--- src/rtl/rx_multimode_flex_counter.sv ---
// Multi-mode RX flex counter: up/down, four wrap modes,
// synchronous load and an enable prescaler.
module rx_multimode_flex_counter #(
  parameter int NUM_CNT_BITS  = 4,
  parameter int PRESCALE_BITS = 4
) (
  input  logic                     clk,
  input  logic                     n_rst,
  input  logic                     clear,
  input  logic                     count_enable,
  input  logic                     up_down,
  input  logic                     load,
  input  logic [NUM_CNT_BITS-1:0]  load_val,
  input  logic [NUM_CNT_BITS-1:0]  rollover_val,
  input  logic [1:0]               wrap_mode,
  input  logic [PRESCALE_BITS-1:0] prescale_val,
  output logic [NUM_CNT_BITS-1:0]  count_out,
  output logic                     rollover_flag,
  output logic                     rollover_pulse,
  output logic                     step,
  output logic                     done
);

  localparam logic [1:0] M_WRAP1   = 2'b00;
  localparam logic [1:0] M_WRAP0   = 2'b01;
  localparam logic [1:0] M_SAT     = 2'b10;
  localparam logic [1:0] M_ONESHOT = 2'b11;

  logic [NUM_CNT_BITS-1:0]  count_q, count_d;
  logic [PRESCALE_BITS-1:0] pcnt_q, pcnt_d;
  logic flag_q, flag_d;
  logic pulse_q, pulse_d;
  logic done_q, done_d;

  logic [NUM_CNT_BITS-1:0] base;
  logic [NUM_CNT_BITS-1:0] term_val;
  logic [NUM_CNT_BITS-1:0] restart;
  logic stopped;
  logic at_term;
  logic run;
  logic step_c;

  // Range decode, stop condition and prescaler tick
  always_comb begin
    base     = (wrap_mode == M_WRAP1) ? NUM_CNT_BITS'(1) : '0;
    term_val = up_down ? rollover_val : base;
    restart  = up_down ? base : rollover_val;
    stopped  = ((wrap_mode == M_ONESHOT) && done_q) ||
               (rollover_val < base);
    at_term  = up_down ? (count_q >= rollover_val) :
                         (count_q <= base);
    run      = n_rst && count_enable && !stopped;
    step_c   = run && (pcnt_q == prescale_val);
  end

  assign step = step_c;

  // Next-state: clear beats load beats step
  always_comb begin
    count_d = count_q;
    pcnt_d  = pcnt_q;
    flag_d  = flag_q;
    pulse_d = 1'b0;
    done_d  = done_q;
    if (clear) begin
      count_d = '0;
      pcnt_d  = '0;
      flag_d  = 1'b0;
      done_d  = 1'b0;
    end else if (load) begin
      count_d = load_val;
      pcnt_d  = '0;
      done_d  = 1'b0;
      flag_d  = (load_val == term_val);
    end else begin
      if (run) begin
        pcnt_d = step_c ? '0 : pcnt_q + PRESCALE_BITS'(1);
      end
      if (step_c) begin
        if (!at_term) begin
          count_d = up_down ? count_q + NUM_CNT_BITS'(1) :
                              count_q - NUM_CNT_BITS'(1);
        end else begin
          unique case (wrap_mode)
            M_WRAP1, M_WRAP0: count_d = restart;
            M_SAT:            count_d = count_q;
            M_ONESHOT:        done_d  = 1'b1;
            default:          count_d = count_q;
          endcase
        end
        flag_d  = (count_d == term_val);
        // the one-shot stop step holds at terminal without a second pulse
        pulse_d = (count_d == term_val) &&
                  !((wrap_mode == M_ONESHOT) && at_term);
      end
    end
  end

  // State registers
  always_ff @(posedge clk or negedge n_rst) begin
    if (!n_rst) begin
      count_q <= '0;
      pcnt_q  <= '0;
      flag_q  <= 1'b0;
      pulse_q <= 1'b0;
      done_q  <= 1'b0;
    end else begin
      count_q <= count_d;
      pcnt_q  <= pcnt_d;
      flag_q  <= flag_d;
      pulse_q <= pulse_d;
      done_q  <= done_d;
    end
  end

  assign count_out      = count_q;
  assign rollover_flag  = flag_q;
  assign rollover_pulse = pulse_q;
  assign done           = done_q;

endmodule

--- config.mk ---
export PLATFORM = sky130hd
export DESIGN_NAME = rx_multimode_flex_counter
export DESIGN_NICKNAME = d
export VERILOG_FILES = /design/src/rtl/rx_multimode_flex_counter.sv
export SDC_FILE = /design/constraint.sdc
export NUM_CORES = 1
export LEC_CHECK = 0
export CAP_MARGIN = 25
export CORE_ASPECT_RATIO = 0.5
export CORE_UTILIZATION = 35
export CTS_CLUSTER_SIZE = 20
export DETAILED_ROUTE_END_ITERATION = 10
export GPL_TIMING_DRIVEN = 0
export SYNTH_ARGS = -nofsm -noshare
export SYNTH_HDL_FRONTEND = slang
export SYNTH_SLANG_ARGS = --single-unit
--- constraint.sdc ---
create_clock -name clk -period 6.54 [get_ports clk]
set_input_delay 1.308 -clock clk [delete_from_list [all_inputs] [get_ports clk]]
set_output_delay 1.308 -clock clk [all_outputs]
set_load 0.005 [all_outputs]
==> metrics.csv, run 1 <==
metric,value,unit
grt.total_usage,18.20,%
clockPowerShare,28.4,%
synth-edff-count,0,
wl_per_cell,14.05,µm
clock_sinks,11,
ys_top_cells_by_area,"dfrtp_1, xnor2_1, ha_1",
dr.first_iter.drc_count,56,
path_cells,clkdlybuf4s50_1 > buf_6 > or4_4 > o2111ai_4 > or2_4 > inv_4 > clkdlybuf4s50_1,
rr_endpoint,count_out[1],
fmax,0.2117,GHz
synth_flop_cell,dfrtp_1,
ant_nets,0,
hold_viol,0,
final_area,1677,µm²
start_util,37.99,%
synthCells,173,
p_sw_share,32.74,%
grt_max_degree,13,
period_minus_slack,4724,ps
fin_ws,1816,ps
switching_power,75.05,µW
grt_pass1_wl,5844,µm
min_from,pcnt_q[3],
grt_pass1_vias,1173,
synth_top_area_share,20.43,%
multi_input_area,944.7,µm²
areaGrowthSynthToFinish,24.42,%
irDropWorstVdd,56.50,µV
layout_common_cells,"clkdlybuf4s50_1, nor2_1, nand2_1",
cap_violations,0,
final_layout_size_suffix_gt1_share,11.06,%
synth-seq-cells,11,
pre_cts_ws,1813,ps
ys_types,53,
root_buffer,clkbuf_8,
dr_total_vias,1330,
combPwrFrac,39.3,%
p_int,154.2,µW
rsz0062_at_grt,no,
wirelength,3513,µm
skew,2.300,ps
post_cts_buffers,0,
path_max_fanout,8,
dp_hpwl,2734,µm
cts_tree,done,
ioPinCount,28,
cp.arrival,3420,ps
fin_cells,250,
placeableCoreArea,3547,µm²
dpl.cell_count,246,
clock_latency,230,ps
power.density,136.7,nW/µm²
avgViaCountPerCell,5.320,
regArea,275.3,µm²
yosysSeqAreaShare,20.43,%
netlist_area,1348,µm²
port_buffers,22,
min_path_type,flop to flop,
p_leak,0.6823,nW
crit_path_start_kind,primary input,
dpl-instance-area,1632,µm²
hold_end,pcnt_q[3],
r2r_slack,3560,ps
cpPeakStageDelay,530,ps
crit_path_frequent_cell,clkdlybuf4s50_1,
antenna_found_initial,0,
setup_viol,0,
final_util,47.27,%
drc_errors,0,
diodes,0,
end_kind,output port,
reg2reg_from,count_out[0],
layout_commonest_cell,clkdlybuf4s50_1,
synthArstFlopShare,100.0,%
whs,560.6,ps
rr_worst_depth,10,
hold_buffers,0,
cts_buffers,3,
cts_max_level,1,
power,229.3,µW
worstMarginPinSlew,621.4,ps
p_seq_share,32.3,%
fp.dieW,89.75,µm
ys.warnings.count,0,
syn_area_per_cell,7.789,µm²
critPathSlowestCell,or4_4,
fin_crit_sh,72.23,%
finalNetCount,229,
syn_nets,202,
crit_type,primary input to output port,
fp.dieH,45.88,µm
yosys.area.top_type,dfrtp_1,
fillCellCount,354,
firstDrtPassIters,4,
postCtsResizedCells,0,
worstPathRequired,5230,ps
slew_headroom,58.39,%
rows,15,
maxSlewViolCount,0,
hold_depth,2,
grt_overflow,0,
clk_path_buf_depth,2,
status,completed,
tns,0,ps
clkTransAtPathRegs,50,ps
place_congestion,0.8304,
die_area,4117,µm²
how the worst max path moves through the flow:
stage / start / endpoint / slack (ps) / cells past startpoint
after floorplan: wrap_mode[0] / step / 2820 / 5
after CTS: rollover_val[0] / step / 1800 / 7
final: rollover_val[0] / step / 1820 / 7
after global placement: rollover_val[0] / step / 1820 / 7
after detailed placement: rollover_val[0] / step / 1810 / 7
after global routing: n_rst / step / 1700 / 5
registers in the layout, indices dropped and copies added, names as in the netlist:
name	cells
count_out	4
pcnt_q	4
done	1
rollover_flag	1
rollover_pulse	1
layout make-up:
type                       count  area share, %
inverter                      13          3.060
sequential                    11          16.42
multi-input combinational    135          56.34
tap                           51          3.806
buffer                        14          4.552
timing repair buffer          22          13.13
clock buffer                   4          2.687
per-layer routing:
layer	global-route usage [%]	vias up	wire, µm
li1	-	675	-
met4	5.574	0	22
met3	1.500	2	95
met1	27.09	631	1899
met5	0	-	0
met2	28.15	22	1495
power groups by stage:
stage | Clock, mW | Sequential, mW | Combinational (mW)
floorplan | 0 | 0.0739 | 0.0604
finish | 0.0652 | 0.0740 | 0.0900
global route | 0.0710 | 0.0742 | 0.100
CTS | 0.0676 | 0.0738 | 0.0900
detailed placement | 0 | 0.0748 | 0.0896
global placement | 0 | 0.0749 | 0.0888
cells by family after synthesis:
group                    count (synthesis)  synth area share [%]
flip-flops                              11                 20.43
adder cells (fa/ha/maj)                  9                 8.914
buffers and inverters                   27                 9.471
AO/OA/AOI/OAI                           49                 27.58
AND/OR/NAND/NOR                         62                 23.77
multiplexers                             1                0.7428
XOR/XNOR                                14                 9.100
synth_stat cells, drive strengths merged, types with 2 or more instances:
cell type	n
xnor2	13
nand2	15
o21ai	4
a21boi	2
nor3	5
or2	3
buf	11
clkbuf	3
a221oi	2
o2bb2ai	2
a311oi	2
nand3	5
o211ai	5
ha	8
nand4	3
inv	13
a31oi	2
a22oi	2
and3	2
or3b	2
and2	2
a21oi	14
nand2b	3
dfrtp	11
a21o	3
nor2	15
worst max-delay path, delay by kind of cell:
kind	cells	cell delay, ps
buffers and inverters	4	1090
AO/OA/AOI/OAI	1	280
AND/OR/NAND/NOR	2	730
No activity file was read; power rests on OpenSTA's default activity.
==> run 2, diff against run 1 <==
==> constraint.sdc (replaced) <==
create_clock -name clk -period 4.24 [get_ports clk]
set_input_delay 0.848 -clock clk [delete_from_list [all_inputs] [get_ports clk]]
set_output_delay 0.848 -clock clk [all_outputs]
set_load 0.005 [all_outputs]
==> results of run 2 <==
Same layout as run 1 (identical final DEF). Status: completed.
Main changes from that run: setup slack after placement 1813 ps -> 432.7 ps; setup slack after layout 1816 ps -> 436.2 ps; register-to-register setup slack 3560 ps -> 1260 ps; total power 0.2292 mW -> 0.3536 mW; worst IR drop on VDD 56.50 µV -> 87.15 µV
